File: config.mk
export PLATFORM = sky130hd
export DESIGN_NAME = alu_sequencer
export DESIGN_NICKNAME = d
export VERILOG_FILES = /design/src/rtl/alu_seq_pkg.sv /design/src/rtl/alu_sequencer_cond_eval.sv /design/src/rtl/alu_sequencer.sv
export SDC_FILE = /design/constraint.sdc
export NUM_CORES = 1
export LEC_CHECK = 0
export ABC_AREA = 0
export CAP_MARGIN = 20
export CORE_AREA = 5 5 98 77
export CTS_CLUSTER_DIAMETER = 100
export CTS_CLUSTER_SIZE = 40
export DETAILED_ROUTE_END_ITERATION = 8
export DIE_AREA = 0 0 103 82
export GPL_ROUTABILITY_DRIVEN = 0
export PLACE_DENSITY = 0.71
export SETUP_SLACK_MARGIN = 0.3
export SLEW_MARGIN = 0
export SYNTH_ARGS = -nofsm -noshare
export SYNTH_HDL_FRONTEND = slang
export SYNTH_SLANG_ARGS = --single-unit
File: constraint.sdc
create_clock -name clk -period 2.8 [get_ports clk]
set_input_delay 0.56 -clock clk [delete_from_list [all_inputs] [get_ports clk]]
set_output_delay 0.56 -clock clk [all_outputs]
set_load 0.02 [all_outputs]
File: src/rtl/alu_seq_pkg.sv
// Shared types and constants for the ALU sequencer: FSM states and condition codes.
package alu_seq_pkg;

    localparam int unsigned DEF_OP_WIDTH = 4;

    typedef enum logic [2:0] {
        IDLE,
        EVAL,
        EXEC,
        FLAG,
        RESP
    } state_t;

    localparam logic [2:0] CC_ALWAYS = 3'b000;
    localparam logic [2:0] CC_Z      = 3'b001;
    localparam logic [2:0] CC_NZ     = 3'b010;
    localparam logic [2:0] CC_C      = 3'b011;
    localparam logic [2:0] CC_NC     = 3'b100;
    localparam logic [2:0] CC_N      = 3'b101;
    localparam logic [2:0] CC_NN     = 3'b110;
    localparam logic [2:0] CC_P      = 3'b111;

endpackage

File: src/rtl/alu_sequencer_cond_eval.sv
// Combinational condition-code check against the current flag-register outputs.
module cond_eval
    import alu_seq_pkg::*;
(
    input  logic [2:0] cond,
    input  logic       C,
    input  logic       N,
    input  logic       P,
    input  logic       Z,
    output logic       take
);

    always_comb begin
        take = 1'b0;
        case (cond)
            CC_ALWAYS: take = 1'b1;
            CC_Z:      take = Z;
            CC_NZ:     take = ~Z;
            CC_C:      take = C;
            CC_NC:     take = ~C;
            CC_N:      take = N;
            CC_NN:     take = ~N;
            CC_P:      take = P;
            default:   take = 1'b0;
        endcase
    end

endmodule

File: src/rtl/alu_sequencer.sv
// Sequences one ALU command at a time: condition gate, execute, optional flag update, response.
module alu_sequencer
    import alu_seq_pkg::*;
#(
    parameter int unsigned MAX_WIDTH = 8,
    parameter int unsigned OP_WIDTH  = DEF_OP_WIDTH
) (
    input  logic                 clk,
    input  logic                 rst,
    input  logic                 cmd_valid,
    output logic                 cmd_ready,
    input  logic [OP_WIDTH-1:0]  cmd_op,
    input  logic [MAX_WIDTH-1:0] cmd_a,
    input  logic [MAX_WIDTH-1:0] cmd_b,
    input  logic [2:0]           cmd_cond,
    input  logic                 cmd_setf,
    output logic [OP_WIDTH-1:0]  alu_op,
    output logic [MAX_WIDTH-1:0] alu_a,
    output logic [MAX_WIDTH-1:0] alu_b,
    input  logic [MAX_WIDTH-1:0] alu_result,
    input  logic                 alu_carry,
    output logic                 enaf,
    output logic                 carry,
    output logic [MAX_WIDTH-1:0] dataa,
    input  logic                 C,
    input  logic                 N,
    input  logic                 P,
    input  logic                 Z,
    output logic                 rsp_valid,
    input  logic                 rsp_ready,
    output logic [MAX_WIDTH-1:0] rsp_data,
    output logic                 rsp_skipped,
    output logic                 busy
);

    state_t                 state, next_state;
    logic [OP_WIDTH-1:0]    op_q;
    logic [MAX_WIDTH-1:0]   a_q, b_q;
    logic [2:0]             cond_q;
    logic                   setf_q;
    logic                   take;

    cond_eval u_cond_eval (
        .cond (cond_q),
        .C    (C),
        .N    (N),
        .P    (P),
        .Z    (Z),
        .take (take)
    );

    always_ff @(posedge clk) begin
        if (!rst) state <= IDLE;
        else      state <= next_state;
    end

    always_comb begin
        next_state = state;
        cmd_ready  = 1'b0;
        rsp_valid  = 1'b0;
        busy       = 1'b1;
        enaf       = 1'b0;
        case (state)
            IDLE: begin
                cmd_ready = 1'b1;
                busy      = 1'b0;
                if (cmd_valid) next_state = EVAL;
            end
            EVAL: next_state = take ? EXEC : RESP;
            EXEC: next_state = setf_q ? FLAG : RESP;
            FLAG: begin
                // Gated by rst so an abort during FLAG never writes the flag register.
                enaf       = rst;
                next_state = RESP;
            end
            RESP: begin
                rsp_valid = 1'b1;
                if (rsp_ready) next_state = IDLE;
            end
            default: next_state = IDLE;
        endcase
    end

    always_ff @(posedge clk) begin
        if (!rst) begin
            op_q        <= '0;
            a_q         <= '0;
            b_q         <= '0;
            cond_q      <= '0;
            setf_q      <= 1'b0;
            alu_op      <= '0;
            alu_a       <= '0;
            alu_b       <= '0;
            dataa       <= '0;
            carry       <= 1'b0;
            rsp_data    <= '0;
            rsp_skipped <= 1'b0;
        end else begin
            case (state)
                IDLE: if (cmd_valid) begin
                    op_q   <= cmd_op;
                    a_q    <= cmd_a;
                    b_q    <= cmd_b;
                    cond_q <= cmd_cond;
                    setf_q <= cmd_setf;
                end
                EVAL: if (take) begin
                    alu_op <= op_q;
                    alu_a  <= a_q;
                    alu_b  <= b_q;
                end else begin
                    rsp_data    <= '0;
                    rsp_skipped <= 1'b1;
                end
                EXEC: begin
                    dataa       <= alu_result;
                    carry       <= alu_carry;
                    rsp_data    <= alu_result;
                    rsp_skipped <= 1'b0;
                end
                default: ;
            endcase
        end
    end

endmodule

Yosys cells after proc, flatten, opt, wreduce, memory -nomap -nowiden
Index checks and enable logic that the tools add are counted.
{"block": "word_totals", "regBits": 65, "output_inout_bits": 42, "input_bits": 41, "wordCells": 51}
{"block": "op_classes", "n_mux": 14, "eq_ne": 14, "n_reduce_logical": 7, "bitwise_logic": 3}
{"operator": "8-bit case mux with 2 select lines", "count": 1}
{"operator": "3-bit equality test (second input constant)", "count": 5}
{"operator": "3-bit case mux with 5 select lines", "count": 1}
{"operator": "3-bit by 2-bit equality test with 1-bit output (second input constant)", "count": 4}
{"operator": "3-bit two-way mux", "count": 4}
{"operator": "8-bit two-way mux", "count": 1}
{"operator": "1-bit case mux with 8 select lines", "count": 1}
{"operator": "2-bit AND reduction", "count": 4}
{"operator": "3-bit by 1-bit equality test with 1-bit output (second input constant)", "count": 2}
{"operator": "3-bit logical NOT", "count": 2}
{"operator": "2-bit != test (second input constant)", "count": 3}
{"operator": "1-bit two-way mux", "count": 5}
{"operator": "1-bit NOT", "count": 3}
{"operator": "1-bit case mux with 2 select lines", "count": 1}
{"operator": "2-bit nonzero test", "count": 1}

Logic depth before layout (Yosys ltp)
Gate-level depths: netlist (run 1).
{"block": "logic_depth", "word_depth": 4, "depth_mapped": 7, "depth_no_buf": 5}

Cells and area by module
Synthesis (run 1) repeated with hierarchy kept, for this count alone.
{"block": "unflattened", "cells_unflattened": 284, "area_unflattened_um2": 2603.7}
{"module": "alu_sequencer", "seq_area_each_um2": 1301.2, "area_each_um2": 2539.9, "instances": 1, "cells_per_inst": 275}
{"module": "cond_eval", "seq_area_each_um2": 0.0, "area_each_um2": 63.8, "instances": 1, "cells_per_inst": 9}

Worst setup path after synthesis (run 1)
No wires, ideal clock.
{"block": "synth_path", "path_type": "in2reg", "from": "input N", "to": "register alu_a[0]", "slack_ns": 0.864, "t_arrival_ns": 1.865, "n_path_buf": 1, "setup_time_ns": 0.072, "required_ns": 2.728, "stages": 5, "cell_sequence": "mux2_1 > mux4_2 > nor2b_4 > buf_12 > mux2i_1"}
{"block": "synth_between", "elab_chain_cells": 3}
{"item": "start: declaration", "line": "alu_sequencer.sv:26", "rtl": "input logic N,"}
{"item": "1-bit NOT", "line": "alu_sequencer_cond_eval.sv:22", "rtl": "CC_NN: take = ~N;"}
{"item": "1-bit case mux with 8 select lines *", "line": "alu_sequencer_cond_eval.sv:15", "rtl": "case (cond)"}
{"item": "2-bit AND reduction (no line) *"}
{"item": "end signal: assignment", "line": "alu_sequencer.sv:109", "rtl": "alu_a <= a_q;"}
{"item": "end: declaration", "line": "alu_sequencer.sv:18", "rtl": "output logic [MAX_WIDTH-1:0] alu_a,"}
Mark *: on every way between the ends. The rest lies on a longest branch, timed or not.
A chain may end at the register's enable or synchronous reset.

Worst setup path after layout (run 1)
{"block": "layout_path", "from": "register state[2]", "to": "output cmd_ready"}
{"block": "layout_between", "elab_chain_cells": 2}
{"item": "start: declaration", "line": "alu_sequencer.sv:36", "rtl": "state_t state, next_state;"}
{"item": "start signal: assignment", "line": "alu_sequencer.sv:54", "rtl": "else state <= next_state;"}
{"item": "3-bit logical NOT", "line": "alu_sequencer.sv:63", "rtl": "case (state)"}
{"item": "1-bit two-way mux", "line": "alu_sequencer.sv:63"}
{"item": "end: declaration", "line": "alu_sequencer.sv:11", "rtl": "output logic cmd_ready,"}
No other way between the ends.

==> results.md, run 1 <==
* H-tree depth reported by CTS at 3
* CTS tree: built
* Minimum clock period after layout at 2.377 ns
* ANT nets after route at 0
* Outcome: finished clean
* Clock share of power at roughly a third
* I/O pin cnt at 83
* Root buf cell: clkbuf_8
* Via count at ~2,100
* Placed cell count at 433
* I/O Buffers at between 80 and 90
* Mapped Nets at around 320
* Internal power at around 1700 uW
* Number of fill cells at roughly 620
* Max VDD drop at between 0.2 and 0.3 mV
* Least-Margin Pin Slew at roughly 0.86 ns
* Reg power frac at between 40% and 50%
* Hold Buf Count CTS at 0
* Wire per inst at 13.14 um
* Layout Cells excl Fill at 449
* Reported max-cap violation count at 0
* DR iter-0 viols at 49
* Drt first pass iters at 4
* Worst setup margin at 0.4233 ns
* Power density over the cells at between 600 and 700 nW/um^2
* Yosys top cell by area: dfxtp_1
* Fin. Hold Viols at 0
* Width of the die at ~100 um
* Leakage at ~0.0013 uW
* Register Area at roughly 1300 um^2
* RSZ-0062 raised after global routing: no
* Die area at between 8000 and 9000 um^2
* Ys Warns at 0
* Row count at 26
* Combinational power share at a little under a quarter
* Placed Area at approximately 3400 um^2
* Period utilization at between 80% and 90%
* Critical path class: reg -> out
* Postcts setup bufs at 0
* Multi-input combinational cell area at between 1000 and 1500 um^2
* Post-Syn Area per Cell at around 9 um^2
* Gate Count Post-Synth at 282
* Share of cells above drive strength 1 at 7.671%
* Synthesized area at approximately 2600 um^2
* Main area contributors after synthesis: dfxtp_1 (51%), nand2_1 (16%), mux2i_1 (8.6%), a21boi_0 (7.9%), a22o_1 (2.7%)
* Pin count of the biggest net entering global routing at 79
* Final nets at about 400
* Die height at approximately 82 um
* Slew headroom at 42.51%
* Resized cells post-CTS at 0
* DRT Wirelength at slightly below 6 mm
* Remaining DRCs at 0
* Initial Utilization at 39.03%
* Hold path cells at 2
* Worst R2R Path Depth at 5
* CP startpoint kind: flip-flop
* Crit path DAT at 1.82 ns
* Core box area at 6571 um^2
* Yosys cell types at 29
* Grt total ovfl at 0
* Routed vias/inst at 4.592
* Share of the synthesized area in the top cell type at 50.73%
* Area Growth Syn to Fin at 40.98%
* Clock Skew at approximately 0.0083 ns
* Worst-path clk slew at roughly 0.07 ns
* Final HPWL DP at between 4 and 5 mm
* Ant. Diodes at 0
* Register area share after synthesis at between 50% and 60%
* Sw frac at ~29%
* Worst hold-check path type: reg -> reg
* Pre-CTS setup slack at ~0.3 ns
* TNS Setup at 0 ns
* Critical path required time at between 2 and 2.5 ns
* Bufs on Longest Clock Path at 2
* Initial antenna violation count at 0
* Clock sink count at 65
* Design area at between 3000 and 4000 um^2
* CP Capture Type: output pin
* CP Max Fanout at 5
* Clock insertion delay at the later pin of the skew report at 0.33 ns
* Tot GR Track Use at between 15 and 20%
* Vias in the first global route at roughly 2,100
* First-pass GRT wire length at 9.970 mm
* Yosys reg bits at 65
* Slew Viols, Final at 0
* Sw Pwr at slightly below 700 uW
* Total CTS buffers at 9
* Final Setup Violations at 0
* Highest clock rate at 420.8 MHz
* Worst Hold Slack at roughly 0.45 ns
==> metal layers <==
layer	vias up	GRT usage [%]	part of all wire, %
met5	-	0	0
met1	929	18.85	45
li1	1078	-	-
met2	50	24.90	48
met3	5	5.857	5.4
met4	0	4.269	1.1
==> power groups by stage <==
stage	Sequential [uW]	Combinational, uW	Clock (uW)
2_1_floorplan	1110	334	0
3_3_place_gp	1080	554	0
3_5_place_dp	1080	561	0
4_1_cts	1060	561	802
5_1_grt	1070	606	858
6_report	1060	552	774
==> logic make-up (layout without fill, tap and decap cells) <==
logic type | count (synthesis) | after routing | share of synthesized area [%]
muxes | 24 | 24 | 9.902
AOI/OAI and AO/OA | 47 | 47 | 14.63
DFF | 65 | 65 | 50.73
and+or+nand+nor | 124 | 124 | 20.10
buffers and inverters | 22 | 105 | 4.634
==> cell type report <==
| type | count | area share [%] |
|---|---|---|
| clock buffers | 10 | 3.806 |
| clock inverters | 6 | 1.592 |
| inverters | 3 | 0.3114 |
| multi-input cells | 195 | 31.66 |
| flip-flops and latches | 65 | 35.99 |
| well taps | 84 | 2.907 |
| repair buffers | 86 | 23.74 |
==> worst paths after layout <==
path	from	end	slack [ns]
max	state[2]	cmd_ready	0.42
min	op_q[3]	op_q[3]	0.45
max reg2reg	cond_q[1]	alu_a[6]	0.85
min reg2reg	op_q[3]	op_q[3]	0.45
==> cells in the final DEF, fill, tap and decap left out, types with 2 or more instances in the layout <==
cell type / instances
inv_1: 2
mux2i_1: 22
nand2_1: 110
clkbuf_8: 10
buf_4: 3
nor2_1: 2
a22o_1: 8
and2_1: 3
clkdlybuf4s50_1: 81
dfxtp_1: 65
clkinv_2: 4
a21boi_1: 8
a21boi_0: 27
==> sequential cells by signal (all words and copies together), names as in the netlist <==
name / count
a_q: 8
alu_a: 8
alu_b: 8
alu_op: 4
b_q: 8
carry: 1
cond_q: 3
dataa: 8
op_q: 4
rsp_data: 8
rsp_skipped: 1
setf_q: 1
state: 3
==> metrics by stage <==
step / power [uW] / utilization (%)
2_1_floorplan: 1442 / -
3_3_place_gp: 1632 / 52.06
3_5_place_dp: 1642 / 52.06
4_1_cts: 2424 / 55.03
5_1_grt: 2535 / 55.03
6_report: 2387 / 55.03
==> critical path: stages (launching register included) <==
cell and delay (ns):
dfxtp_1 0.35, or3_1 0.43, inv_2 0.10, clkdlybuf4s50_1 0.60
==> Yosys cell counts (all sizes together) <==
library cell,number
a21oi,1
mux2i,22
o211ai,1
o21ba,1
nand2,110
nor3,1
buf,6
clkbuf,13
nor2b,1
nor3b,2
a22o,8
or3,1
a21boi,35
inv,3
nor2,2
or3b,1
a32oi,1
dfxtp,65
nand2b,1
mux2,1
and2,4
mux4,1
and4,1
Note: power is estimated with default switching activity, not from simulation.
==> run 2, diff against run 1 <==
- clock period: 2.8 -> 2.2 ns (I/O delays scaled with it)
==> run 2 against run 1 <==
Flip-flop and latch count is the same. Sequential share of layout area shrank 0.40 points. Combinational power grew 36%. Die area is the same. Critical path depth grew 2. Register-to-register slack lost 0.48 ns. Sequential power grew 27%. Non-clock buffer count grew 6. Global-route usage grew 0.44 points. Worst setup slack lost 0.055 ns. Core utilization grew 0.78 points.
==> results.md, run 2 (same netlist as run 1, synthesis figures left out) <==
* Outcome: finished clean (unchanged)
* Initial Utilization at 39.03% (unchanged)
* Period utilization at 83.27%
* Minimum clock period after layout at 1.832 ns
* Combinational power share at 24.5% (was 23.1%)
* Design area at 3667 um^2 (was 3616 um^2)
* Row count at 26 (unchanged)
* DR iter-0 viols at 60 (was 49)
* Final Setup Violations at 0 (unchanged)
* Layout Cells excl Fill at 455 (was 449)
* Hold path cells at 2 (unchanged)
* Remaining DRCs at 0 (unchanged)
* Crit path DAT at 2.09 ns (was 1.82 ns)
* Pre-CTS setup slack at -0.1013 ns (was 0.2963 ns)
* Grt total ovfl at 0 (unchanged)
* Die area at 8446 um^2 (unchanged)
* Share of cells above drive strength 1 at 9.704% (was 7.671%)
* I/O Buffers at 82 (unchanged)
* Initial antenna violation count at 0 (unchanged)
* Critical path cell sequence: mux2_4 > mux4_2 > nor2b_4 > clkbuf_16 > mux2i_1 (was or3_1 > inv_2 > clkdlybuf4s50_1)
* CTS tree: built (unchanged)
* Via count at 2,115 (was 2,062)
* Width of the die at 103 um (unchanged)
* Placed cell count at 437 (was 433)
* Placed Area at 3451 um^2 (was 3421 um^2)
* Reg2reg end: alu_b[5] (was alu_a[6])
* FF-to-FF Start: cond_q[1] (unchanged)
* Worst hold-check path type: reg -> reg (unchanged)
* Slew Viols, Final at 0 (unchanged)
* R2R setup slack at 0.37 ns (was 0.85 ns)
* Final nets at 407 (was 401)
* Pin count of the biggest net entering global routing at 79 (unchanged)
* CP Capture Type: flip-flop (was output pin)
* TNS Setup at 0 ns (unchanged)
* Die height at 82 um (unchanged)
* Worst Hold Slack at 0.4526 ns (was 0.4543 ns)
* Vias in the first global route at 2,187 (was 2,123)
* Number of fill cells at 610 (was 618)
* First-pass GRT wire length at 10.25 mm (was 9.970 mm)
* Max VDD drop at 0.5084 mV (was 0.2755 mV)
* Delay-heaviest family, CP: multiplexers (was buffers and inverters)
* Root buf cell: clkbuf_8 (unchanged)
* Routed vias/inst at 4.648 (was 4.592)
* Drt first pass iters at 4 (unchanged)
* Power density over the cells at 837.0 nW/um^2 (was 660.1 nW/um^2)
* DRT Wirelength at 6.071 mm (was 5.901 mm)
* Internal power at 2203 uW (was 1701 uW)
* Tot GR Track Use at 15.71% (was 15.27%)
* Core box area at 6571 um^2 (unchanged)
* Clock insertion delay at the later pin of the skew report at 0.33 ns (about the same)
* Critical path required time at 2.46 ns (was 2.24 ns)
* Reg power frac at 43.9% (was 44.4%)
* Worst setup margin at 0.3680 ns (was 0.4233 ns)
* Critical path class: reg -> reg (was reg -> out)
* Ant. Diodes at 0 (unchanged)
* RSZ-0062 raised after global routing: yes (was no)
* Total CTS buffers at 9 (unchanged)
* Launch point of the worst hold path: op_q[2] (was op_q[3])
* Hold Path Sink: op_q[2] (was op_q[3])
* ANT nets after route at 0 (unchanged)
* Fin. Hold Viols at 0 (unchanged)
* CP Max Fanout at 8 (was 5)
* Worst R2R Path Depth at 5 (unchanged)
* Critical Path Max Stage Delay at 0.51 ns (was 0.60 ns)
* Worst path bufs/invs at 1 (was 2)
* Commonest non-fill, non-tap cell in the layout: nand2_1 (unchanged)
* Clock share of power at 31.6% (was 32.4%)
* CP startpoint kind: flip-flop (unchanged)
* CP max stage cell: mux4_2 (was clkdlybuf4s50_1)
* H-tree depth reported by CTS at 3 (unchanged)
* Area Growth Syn to Fin at 42.98% (was 40.98%)
* Bufs on Longest Clock Path at 2 (unchanged)
* Worst-path clk slew at 0.07 ns (about the same)
* Sw frac at 28.22% (was 28.74%)
* Final HPWL DP at 4.221 mm (was 4.160 mm)
* Least-Margin Pin Slew at 0.6575 ns (was 0.8603 ns)
* Clock sink count at 65 (unchanged)
* Clock Skew at 0.004564 ns (was 0.008325 ns)
* Reported max-cap violation count at 0 (unchanged)
* Sw Pwr at 866.3 uW (was 686.0 uW)
* Highest clock rate at 545.9 MHz
* Slew headroom at 56.17% (was 42.51%)
* Leakage at 0.001368 uW (was 0.001313 uW)
* Wire per inst at 13.34 um (was 13.14 um)
* I/O pin cnt at 83 (unchanged)
* Most frequent cells in the layout: nand2_1 (110), clkdlybuf4s50_1 (74), dfxtp_1 (64) (was nand2_1 (110), clkdlybuf4s50_1 (81), dfxtp_1 (65))
## run 2: cell types whose count changed in the layout (fill, tap and decap cells not counted), sizes merged
cell | before | now
dlymetal6s2s | 0 | 1
dlygate4sd2 | 0 | 3
clkinvlp | 1 | 0
clkinv | 4 | 2
buf | 5 | 10
clkdlybuf4s50 | 81 | 74
clkbuf | 10 | 17
## run 2: how the worst max path moves through the flow
stage | from | to | slack (ns) | cells after the start
2_1_floorplan | N | alu_a[0] | 0.38 | 5
3_3_place_gp | N | rsp_data[1] | -0.08 | 6
3_5_place_dp | C | rsp_data[0] | -0.10 | 6
4_1_cts | state[2] | cmd_ready | 0.21 | 3
5_1_grt | cond_q[1] | alu_b[3] | 0.28 | 5
6_report | cond_q[1] | alu_b[5] | 0.37 | 5
## run 2: area by class of cell
type | instances | area, um^2 | area share [%]
sequential | 65 | 1305 | 35.59
clock inverter | 3 | 40.04 | 1.092
tap | 84 | 105.1 | 2.866
clock buffer | 13 | 148.9 | 4.060
inverter | 3 | 11.26 | 0.3071
timing repair buffer | 92 | 908.4 | 24.77
multi-input combinational | 195 | 1149 | 31.32
## run 2: tightest hold or removal path, cell delays in order, from the launching register on
cell,delay [ns]
dfxtp_1,0.31
nand2_1,0.05
a21boi_1,0.05
## run 2: power groups by stage
stage	Sequential (uW)	Clock [uW]	Combinational, uW
3_3_place_gp	1370	0	730
4_1_cts	1350	1010	764
2_1_floorplan	1410	0	424
3_5_place_dp	1370	0	737
5_1_grt	1360	1070	823
6_report	1350	970	751
## run 2: per-layer routing
layer | GRT usage (%) | part of all wire [%]
met5 | 0 | 0
met4 | 5.433 | 1.0
met3 | 5.093 | 5.3
met2 | 25.67 | 48
met1 | 19.52 | 46
## run 2: timing repair
action | in CTS | in global routing
cloned | 1 | 0
endpoints found under the setup margin | 28 | 29
hold buffers | 0 | 0
pin swaps | 0 | 0
resized for setup | 9 | 11
setup buffers | 0 | 1
## run 2: through the flow
stage                     power [uW]  util [%]
after floorplan                 1834         -
after global placement          2101     52.51
after detailed placement        2111     52.51
after CTS                       3121     55.73
after global routing            3254     55.81
final                           3069     55.81
==> run 3, diff against run 2 <==
- clock period: 2.2 -> 1.8 ns (I/O delays scaled with it)
==> run 3 against run 2 <==
Critical path type is now in -> reg. Worst setup slack worse by 0.40 ns. Register-to-register slack worse by 0.38 ns. Core utilization is 6.0 points higher. First-iteration DRC count is 12% higher. Sequential power is 22% higher. The flow now finishes with violations (setup timing). Die area stayed put. Cell count is 3.1% higher. Highest routed layer unchanged. Clock power is 29% higher.
==> results.md, run 3 (same netlist as run 1, synthesis figures left out) <==
* Outcome: complete, but fails checks (was finished clean)
* Failing checks: setup timing
* Critical path required time at 2.09 ns (was 2.46 ns)
* Remaining DRCs at 0 (unchanged)
* DRT Wirelength at 7.018 mm (was 6.071 mm)
* Slew Viols, Final at 0 (unchanged)
* Least-Margin Pin Slew at 0.6764 ns (was 0.6575 ns)
* Die height at 82 um (unchanged)
* Core box area at 6571 um^2 (unchanged)
* Via count at 2,262 (was 2,115)
* Critical path class: in -> reg (was reg -> reg)
* Vias in the first global route at 2,154 (was 2,187)
* RSZ-0062 raised after global routing: yes (unchanged)
* Wire per inst at 14.96 um (was 13.34 um)
* Pre-CTS setup slack at -0.4320 ns (was -0.1013 ns)
* I/O pin cnt at 83 (unchanged)
* CP Max Fanout at 8 (unchanged)
* Fin. Hold Viols at 0 (unchanged)
* Root buf cell: clkbuf_8 (unchanged)
* Minimum clock period after layout at 1.831 ns
* Power density over the cells at 1043 nW/um^2 (was 837.0 nW/um^2)
* Highest clock rate at approximately 550 MHz
* Commonest non-fill, non-tap cell in the layout: nand2_1 (unchanged)
* I/O Buffers at 82 (unchanged)
* TNS Setup at -0.2901 ns (was 0 ns)
* Launch point of the worst hold path: b_q[1] (was op_q[2])
* Power, Total at 4234 uW (was 3069 uW)
* Total CTS buffers at 9 (unchanged)
* Die area at 8446 um^2 (unchanged)
* Bufs on Longest Clock Path at 2 (unchanged)
* Routed vias/inst at 4.823 (was 4.648)
* Clock sink count at 65 (unchanged)
* Most frequent cells in the layout: nand2_1 (84), dfxtp_1 (61), dlygate4sd2_1 (40) (was nand2_1 (110), clkdlybuf4s50_1 (74), dfxtp_1 (64))
* Clock Skew at 0.007413 ns (was 0.004564 ns)
* Final Setup Violations at 14 (was 0)
* Final nets at 421 (was 407)
* Share of cells above drive strength 1 at 25.71% (was 9.704%)
* Max VDD drop at 0.5663 mV (was 0.5084 mV)
* Leakage at 0.001752 uW (was 0.001368 uW)
* Ant. Diodes at 0 (unchanged)
* Tot GR Track Use at 15.74% (was 15.71%)
* Reported max-cap violation count at 0 (unchanged)
* Slew headroom at 54.90% (was 56.17%)
* H-tree depth reported by CTS at 3 (unchanged)
* First-pass GRT wire length at 10.23 mm (was 10.25 mm)
* Initial antenna violation count at 0 (unchanged)
* CP startpoint kind: primary input (was flip-flop)
* Initial Utilization at 39.03% (unchanged)
* Worst setup margin at -0.03093 ns (was 0.3680 ns)
* Period utilization at 101.7%
* Worst hold-check path type: reg -> reg (unchanged)
* Drt first pass iters at 4 (unchanged)
* Crit path DAT at 2.12 ns (was 2.09 ns)
* Crit path launch: Z (was cond_q[1])
* CP Capture Type: flip-flop (unchanged)
* Final HPWL DP at 4.299 mm (was 4.221 mm)
* FF-to-FF Start: cond_q[1] (unchanged)
* Area Growth Syn to Fin at 58.29% (was 42.98%)
* Worst-path clk slew at 0.07 ns (about the same)
* Pin count of the biggest net entering global routing at 79 (unchanged)
* CTS tree: built (unchanged)
* Row count at 26 (unchanged)
* ANT nets after route at 0 (unchanged)
* DR iter-0 viols at 67 (was 60)
* Grt total ovfl at 0 (unchanged)
* Width of the die at 103 um (unchanged)
* Clock insertion delay at the later pin of the skew report at 0.34 ns (was 0.33 ns)
[run 3: changes by cell type in the layout (fill, tap and decap cells not counted), sizes merged]
cell,previous run,this run
clkinvlp,0,3
inv,3,4
clkdlybuf4s50,74,37
dlymetal6s2s,1,0
dlygate4sd2,3,40
buf,10,26
clkinv,2,1
clkbuf,17,13
[run 3: layout make-up]
| cell class | count | area, um^2 |
|---|---|---|
| multi-input combinational | 195 | 1361 |
| fill | 584 | 2511 |
| clock inverter | 6 | 66.31 |
| sequential | 65 | 1309 |
| clock buffer | 10 | 137.6 |
| tap | 84 | 105.1 |
| inverter | 3 | 13.76 |
| timing repair buffer | 106 | 1067 |
[run 3: per-stage QoR]
stage	hold slack [ns]	utilization, %	area, um^2	std cells
after floorplan	0.4353	-	2595	282
after global placement	0.4418	53.81	3536	443
after detailed placement	0.4465	53.81	3536	443
after CTS	0.4587	56.66	3724	461
after global routing	0.4734	61.79	4060	469
final	0.4553	61.79	4060	469
[run 3: repair_timing]
| item | in CTS | in global routing |
|---|---|---|
| cloned | 0 | 5 |
| pin swaps | 4 | 46 |
| gates resized for setup | 74 | 73 |
| buffers inserted | 2 | 3 |
| hold buffers | 0 | 0 |
| setup endpoints to repair | 75 | 62 |
[run 3: where the power goes]
group / switching [uW] / leakage (uW) / internal, uW
combinational: 663 / 0.00113 / 677
clock: 567 / 0.0000949 / 678
sequential: 76.8 / 0.000530 / 1570
total: 1310 / 0.00175 / 2930
[run 3: metal layers]
layer	global-route usage (%)	routed length [um]	vias up
met3	5.348	413	13
li1	-	-	1128
met2	25.86	3390	60
met1	18.71	3092	1061
met5	0	0	-
met4	6.856	121	0
[run 3: worst max-delay path: stages]
cell	delay (ns)
clkdlybuf4s50_1	0.45
and2_2	0.21
mux4_2	0.52
buf_6	0.16
a21oi_4	0.25
a22o_1	0.18
[run 3: path summary, 6_finish.rpt]
kind / to / slack, ns / cells past startpoint
worst max-delay path: rsp_data[3] / -0.03 / 6
worst min-delay path: b_q[1] / 0.46 / 2
worst max register to register: rsp_data[3] / -0.01 / 5
worst min register to register: b_q[1] / 0.46 / 2
